## config.mk

```make
export PLATFORM = sky130hd
export DESIGN_NAME = mcyc_controller_p
export DESIGN_NICKNAME = d
export VERILOG_FILES = /design/src/rtl/mcyc_controller_p.sv
export SDC_FILE = /design/constraint.sdc
export NUM_CORES = 1
export LEC_CHECK = 0
export CAP_MARGIN = 15
export CORE_MARGIN = 2
export CORE_UTILIZATION = 39
export CTS_BUF_LIST = sky130_fd_sc_hd__clkbuf_4 sky130_fd_sc_hd__clkbuf_8 sky130_fd_sc_hd__clkbuf_16
export DETAILED_ROUTE_END_ITERATION = 6
export GPL_TIMING_DRIVEN = 0
export PLACE_DENSITY = 0.74
export SETUP_SLACK_MARGIN = 0.2
export SLEW_MARGIN = 25
export SYNTH_ARGS = -nofsm -noshare
export SYNTH_HDL_FRONTEND = slang
export SYNTH_SLANG_ARGS = --single-unit
```

## constraint.sdc

```tcl
create_clock -name clk -period 1.6 [get_ports clk]
set_clock_uncertainty 0.1 [all_clocks]
set_input_delay 0.32 -clock clk [delete_from_list [all_inputs] [get_ports clk]]
set_output_delay 0.32 -clock clk [all_outputs]
set_load 0.05 [all_outputs]
```

## src/rtl/mcyc_controller_p.sv

```systemverilog
// mcyc_controller_p
// Multicycle control FSM for the byte-fetch TinyMIPS datapath.
// Each instruction is fetched as FETCH_BEATS bytes, one IR byte lane per beat,
// with memory wait states signalled by i_mem_ready. After decode, the FSM walks
// the per-instruction sequence for LB, SB, R-type, ADDI, BEQ, BNE and J.
// Optional feature macro: ILLEGAL_TRAP_EN. When it is defined, an unknown
// opcode sends the FSM to a TRAP state. TRAP raises o_illegal and holds until
// rst. When it is undefined, an unknown opcode is a NOP and o_illegal is tied 0.
module mcyc_controller_p #(
  parameter int FETCH_BEATS = 4,
  parameter int BEAT_W      = 3
) (
  input  logic                   clk,
  input  logic                   rst,
  input  logic [5:0]             i_op,
  input  logic                   i_zero,
  input  logic                   i_mem_ready,
  output logic                   o_memread,
  output logic                   o_memwrite,
  output logic                   o_alusrca,
  output logic                   o_memtoreg,
  output logic                   o_iord,
  output logic                   o_regwrite,
  output logic                   o_regdst,
  output logic                   o_pcen,
  output logic [1:0]             o_pcsource,
  output logic [1:0]             o_alusrcb,
  output logic [1:0]             o_aluop,
  output logic [FETCH_BEATS-1:0] o_irwrite,
  output logic                   o_illegal
);

  // Opcode field encodings
  localparam logic [5:0] OP_LB    = 6'b100000;
  localparam logic [5:0] OP_SB    = 6'b101000;
  localparam logic [5:0] OP_RTYPE = 6'b000000;
  localparam logic [5:0] OP_BEQ   = 6'b100100;
  localparam logic [5:0] OP_BNE   = 6'b100101;
  localparam logic [5:0] OP_J     = 6'b100010;
  localparam logic [5:0] OP_ADDI  = 6'b001000;

  // Beat index of the final instruction byte
  localparam logic [BEAT_W-1:0] LAST_BEAT = BEAT_W'(FETCH_BEATS - 1);

  // ALU operation and mux select encodings
  localparam logic [1:0] ALU_ADD   = 2'b00;
  localparam logic [1:0] ALU_SUB   = 2'b01;
  localparam logic [1:0] ALU_FUNCT = 2'b10;

  localparam logic [1:0] SRCB_REG  = 2'b00;
  localparam logic [1:0] SRCB_ONE  = 2'b01;
  localparam logic [1:0] SRCB_IMM  = 2'b10;
  localparam logic [1:0] SRCB_BRT  = 2'b11;

  localparam logic [1:0] PCSRC_BR  = 2'b01;
  localparam logic [1:0] PCSRC_J   = 2'b10;

  typedef enum logic [3:0] {
    S_FETCH,
    S_DECODE,
    S_MEMADR,
    S_LBRD,
    S_LBWR,
    S_SBWR,
    S_RTYPEEX,
    S_RTYPEWR,
    S_BEQEX,
    S_BNEEX,
    S_JEX,
    S_ADDIWR
`ifdef ILLEGAL_TRAP_EN
    , S_TRAP
`endif
  } state_t;

  state_t            r_state;
  state_t            w_nextState;
  logic [BEAT_W-1:0] r_beat;
  logic [BEAT_W-1:0] w_nextBeat;

  // Unconditional and conditional PC-write requests. o_pcen combines them with the zero flag.
  logic              w_pcwrite;
  logic              w_branchEq;
  logic              w_branchNe;

  // State and fetch-beat registers. Reset abandons any instruction in flight.
  always_ff @(posedge clk) begin
    if (rst) begin
      r_state <= S_FETCH;
      r_beat  <= '0;
    end else begin
      r_state <= w_nextState;
      r_beat  <= w_nextBeat;
    end
  end

  // Next-state and next-beat selection
  always_comb begin
    w_nextState = S_FETCH;
    w_nextBeat  = '0;
    case (r_state)
      S_FETCH: begin
        w_nextState = S_FETCH;
        w_nextBeat  = r_beat;
        if (i_mem_ready) begin
          if (r_beat == LAST_BEAT) begin
            w_nextBeat  = '0;
            w_nextState = S_DECODE;
          end else begin
            w_nextBeat  = r_beat + BEAT_W'(1);
          end
        end
      end
      S_DECODE: begin
        case (i_op)
          OP_LB, OP_SB, OP_ADDI: w_nextState = S_MEMADR;
          OP_RTYPE:              w_nextState = S_RTYPEEX;
          OP_BEQ:                w_nextState = S_BEQEX;
          OP_BNE:                w_nextState = S_BNEEX;
          OP_J:                  w_nextState = S_JEX;
`ifdef ILLEGAL_TRAP_EN
          default:               w_nextState = S_TRAP;
`else
          default:               w_nextState = S_FETCH;
`endif
        endcase
      end
      S_MEMADR: begin
        case (i_op)
          OP_LB:   w_nextState = S_LBRD;
          OP_SB:   w_nextState = S_SBWR;
          OP_ADDI: w_nextState = S_ADDIWR;
          default: w_nextState = S_FETCH;
        endcase
      end
      S_LBRD:    w_nextState = i_mem_ready ? S_LBWR : S_LBRD;
      S_LBWR:    w_nextState = S_FETCH;
      S_SBWR:    w_nextState = i_mem_ready ? S_FETCH : S_SBWR;
      S_RTYPEEX: w_nextState = S_RTYPEWR;
      S_RTYPEWR: w_nextState = S_FETCH;
      S_BEQEX:   w_nextState = S_FETCH;
      S_BNEEX:   w_nextState = S_FETCH;
      S_JEX:     w_nextState = S_FETCH;
      S_ADDIWR:  w_nextState = S_FETCH;
`ifdef ILLEGAL_TRAP_EN
      S_TRAP:    w_nextState = S_TRAP;
`endif
      default:   w_nextState = S_FETCH;
    endcase
  end

  // Datapath control decode. Every output is held at 0 while rst is high.
  always_comb begin
    o_memread  = 1'b0;
    o_memwrite = 1'b0;
    o_alusrca  = 1'b0;
    o_memtoreg = 1'b0;
    o_iord     = 1'b0;
    o_regwrite = 1'b0;
    o_regdst   = 1'b0;
    o_pcsource = 2'b00;
    o_alusrcb  = SRCB_REG;
    o_aluop    = ALU_ADD;
    o_irwrite  = '0;
    w_pcwrite  = 1'b0;
    w_branchEq = 1'b0;
    w_branchNe = 1'b0;
`ifdef ILLEGAL_TRAP_EN
    o_illegal  = 1'b0;
`endif
    if (!rst) begin
      case (r_state)
        S_FETCH: begin
          o_memread = 1'b1;
          o_alusrcb = SRCB_ONE;
          o_aluop   = ALU_ADD;
          if (i_mem_ready) begin
            w_pcwrite = 1'b1;
            for (int i = 0; i < FETCH_BEATS; i++) begin
              if (r_beat == BEAT_W'(i)) begin
                o_irwrite[i] = 1'b1;
              end
            end
          end
        end
        S_DECODE: begin
          o_alusrcb = SRCB_BRT;
          o_aluop   = ALU_ADD;
        end
        S_MEMADR: begin
          o_alusrca = 1'b1;
          o_alusrcb = SRCB_IMM;
          o_aluop   = ALU_ADD;
        end
        S_LBRD: begin
          o_memread = 1'b1;
          o_iord    = 1'b1;
        end
        S_LBWR: begin
          o_regwrite = 1'b1;
          o_memtoreg = 1'b1;
        end
        S_SBWR: begin
          o_memwrite = 1'b1;
          o_iord     = 1'b1;
        end
        S_RTYPEEX: begin
          o_alusrca = 1'b1;
          o_alusrcb = SRCB_REG;
          o_aluop   = ALU_FUNCT;
        end
        S_RTYPEWR: begin
          o_regwrite = 1'b1;
          o_regdst   = 1'b1;
        end
        S_BEQEX: begin
          o_alusrca  = 1'b1;
          o_alusrcb  = SRCB_REG;
          o_aluop    = ALU_SUB;
          o_pcsource = PCSRC_BR;
          w_branchEq = 1'b1;
        end
        S_BNEEX: begin
          o_alusrca  = 1'b1;
          o_alusrcb  = SRCB_REG;
          o_aluop    = ALU_SUB;
          o_pcsource = PCSRC_BR;
          w_branchNe = 1'b1;
        end
        S_JEX: begin
          o_pcsource = PCSRC_J;
          w_pcwrite  = 1'b1;
        end
        S_ADDIWR: begin
          o_regwrite = 1'b1;
          o_alusrca  = 1'b1;
          o_alusrcb  = SRCB_IMM;
          o_aluop    = ALU_ADD;
        end
`ifdef ILLEGAL_TRAP_EN
        S_TRAP: begin
          o_illegal = 1'b1;
        end
`endif
        default: begin
          o_memread = 1'b0;
        end
      endcase
    end
  end

  assign o_pcen = w_pcwrite | (w_branchEq & i_zero) | (w_branchNe & ~i_zero);

`ifndef ILLEGAL_TRAP_EN
  assign o_illegal = 1'b0;
`endif

endmodule

```

==> run summary <==
Result of the run -> complete, but fails checks
Violations in the final reports -> negative setup slack
Mean instance size in the synthesized netlist -> 7.410 sq um
Reg-to-reg setup timing slack -> -0.09 ns
Dpl hpwl -> 1619 um
Crit path setup slack, layout -> -0.5286 ns
Number of input and output port buffers inserted -> 26
RSZ-0062 raised after global routing -> true
Cell count of the worst reg-to-reg path -> 8
Cell type contributing the most total cell area after synthesis -> dfxtp_1
Critical Path Start -> r_state[2]
Leakage component of the power -> 0.6536 nW
Post-detailed-route wirelength per cell -> 16.56 um
Ports -> 29
Post-layout min period -> 2.129 ns
Required time of the critical path -> 1.18 ns
Pins over their slew limit -> 0
Final net count -> 170
Nature of the critical path endpoint -> output pin
Sequential fraction of the synthesis area -> 18.36%
Routed vias -> 963
Total inserted antenna cells -> 0
Multi-input logic area -> 797.0 sq um
Antenna-violating nets left -> 0
Maximum number of pins on one net before global-route repair -> 11
Total clock sinks -> 7
Area of the die -> 0.002327 sq mm
First-pass GRT wire length -> 3767 um
Max Clock Freq -> 469.8 MHz
Top cells by area in the synthesized netlist -> dfxtp_1 18%, ha_1 6.6%, nand2b_1 6.6%
Fraction of layout cells with a size suffix above 1 -> 63.87%
Vias in the first global route -> 883
Count of TritonRoute iterations in the first routing pass -> 4
Final weighted congestion in routability-driven placement -> 0.7634
Hold crit path type -> in -> reg
Clock tree from TritonCTS -> built
Fill cell total of the finished layout -> 94
Number of standard cells in the layout, taps in and fillers out -> 182
Post-Route Hold Slack -> 0.2626 ns
Fraction of the cycle the final worst path needs -> 133.0%
Clock-pin transition on the worst setup and hold timing paths -> 0.06 ns
Total CTS buffers -> 3
Number of antenna violations at the first check in global routing -> 0
Number of warning messages in the yosys log -> 0
Synthesis-stage register bit count -> 7
Area of all sequential standard cells -> 145.1 sq um
Number of standard cells after synthesis -> 103
Number of nets in the synthesized netlist -> 117
Crit start category -> flip-flop
Die Height -> 48.24 um
Portion of synthesized cell area occupied by the leading cell type -> 18.36%
Number of violations reported at the end of detailed-routing iteration 0 -> 21
GRT Overall Usage -> 23.20%
Arrival time of data at the critical path endpoint -> 1.71 ns
Power density of the placed cells -> 345.1 mW/mm^2
Post-placement cell count -> 156
Clk_lat worst skew -> 0.27 ns
Standard cell core area -> 0.001902 sq mm
Cell area after synthesis -> 763.2 sq um
Number of placement rows -> 16
End of the worst register-to-register path -> r_beat[2]
Maximum level of the CTS H-tree -> 1
Wire length reported by the detailed router -> 3014 um
Distinct cell type count after synthesis -> 38
Maximum net fanout on the critical path -> 4
Average via count per standard cell -> 5.291
Critical path destination -> o_irwrite[2]
Final global-route overflow total -> 0
R2R Path Start -> r_state[2]
Critical setup path kind -> reg -> out
Growth of design area from synthesis to finish -> 113.4%
X dimension of the die -> 48.24 um
Count of endpoints failing setup in the final report -> 23
Final hold violations -> 0
Initial cell density of the core -> 40.13%
Max Cap Violations -> 0
DRC violation count after routing -> 0
Longest Clk Path Bufs -> 2
Max rail drop VDD -> 484.5 uV
Clock tree root driver cell -> clkbuf_4
==> state kept, by name, summed over array words and instances (netlist names) <==
| register | flops |
|---|---|
| r_state | 4 |
| r_beat | 3 |
==> cell families (layout without fill, tap and decap cells) <==
family | count (synthesis) | after routing | share of synthesized area, %
buffers and inverters | 13 | 65 | 8.195
other | 1 | 1 | 0.4913
muxes | 3 | 3 | 4.262
DFF | 7 | 7 | 18.36
AOI/OAI and AO/OA | 21 | 21 | 17.38
xor gates and xnor gates | 2 | 2 | 2.296
and+or+nand+nor | 52 | 52 | 42.46
adders and majority gates | 4 | 4 | 6.558
==> metrics by stage <==
step | util [%] | instance area [sq um] | TNS [ns] | setup WS (ns) | total power [mW]
2_1_floorplan | - | 933.4 | -3.175 | -0.3277 | 0.2836
3_5_place_dp | 64.54 | 1227 | -23.84 | -1.532 | 0.3375
3_3_place_gp | 64.54 | 1227 | -23.74 | -1.534 | 0.3338
6_report | 85.66 | 1629 | -6.756 | -0.5286 | 0.5622
4_1_cts | 81.12 | 1543 | -5.682 | -0.4763 | 0.5365
5_1_grt | 85.66 | 1629 | -8.025 | -0.6029 | 0.5849
==> synth_stat cells, drive strengths merged <==
cell    count
a211oi      1
a21oi      10
a22oi       2
a311o       1
a31oi       2
and2        5
and2b       1
buf         7
clkbuf      1
conb        1
dfxtp       7
ha          4
inv         5
mux2        2
mux2i       1
nand2       3
nand2b      9
nand3b      2
nor2       13
nor2b       3
nor3        7
nor4        5
o21ai       4
o41ai       1
or2         2
or3         1
or3b        1
xnor2       1
xor2        1
==> critical path, cell delays in order, from the launching register on <==
cell and delay [ns]:
dfxtp_2 0.32, buf_6 0.12, or2_1 0.22, buf_6 0.14, nor4_4 0.30, and2_4 0.22
buf_8 0.14
==> metal layers <==
metal / part of all wire, % / wire length [um] / up-vias / global-route usage (%)
met2: 56 / 1688 / 27 / 42.63
met4: 2.2 / 66 / 0 / 10.81
met3: 2.0 / 61 / 6 / 2.963
met5: 0 / 0 / - / 0
li1: - / - / 461 / -
met1: 40 / 1198 / 469 / 26.12
==> cell type report <==
| class | instances | area share [%] |
|---|---|---|
| plain buffers | 8 | 4.839 |
| clock buffers | 4 | 1.843 |
| inverters | 5 | 1.152 |
| multi-input cells | 83 | 48.92 |
| flip-flops and latches | 7 | 8.909 |
| well taps | 27 | 2.074 |
| repair buffers | 48 | 32.26 |
==> timing repair <==
item | CTS | global route
endpoints found under the setup margin | 25 | 25
endpoints found under the hold margin | 0 | 0
pin swaps | 16 | 10
hold buffers | 0 | 0
gates resized for setup | 171 | 8
setup buffers | 15 | 7
==> worst min-delay path by stage <==
stage	start	depth (start not counted)	slack, ns	endpoint
after floorplan	r_beat[2]	2	0.33	r_beat[2]
after global placement	r_beat[2]	2	0.34	r_beat[2]
after detailed placement	r_beat[2]	2	0.35	r_beat[2]
after CTS	i_mem_ready	2	0.27	r_beat[2]
after global routing	i_mem_ready	2	0.27	r_beat[2]
final	i_mem_ready	2	0.26	r_beat[2]
==> report_power, final <==
| part | switching, mW | total (mW) | internal [mW] | leakage [nW] |
|---|---|---|---|---|
| clock | 0.0753 | 0.188 | 0.113 | 0.0184 |
| combinational | 0.103 | 0.191 | 0.0887 | 0.576 |
| sequential | 0.00409 | 0.183 | 0.179 | 0.0588 |
==> cell usage in the layout (no fill, tap or decap), drive strengths merged <==
cell type,count
buf,48
nor2,13
a21oi,10
nand2b,9
clkdlybuf4s50,7
nor3,7
dfxtp,7
inv,5
and2,5
clkbuf,5
nor4,5
ha,4
o21ai,4
nand2,3
nor2b,3
a31oi,2
or2,2
mux2,2
nand3b,2
a22oi,2
or3b,1
and2b,1
xnor2,1
o41ai,1
a211oi,1
or3,1
xor2,1
a311o,1
mux2i,1
conb,1
Power figures use the tool's default switching activity.
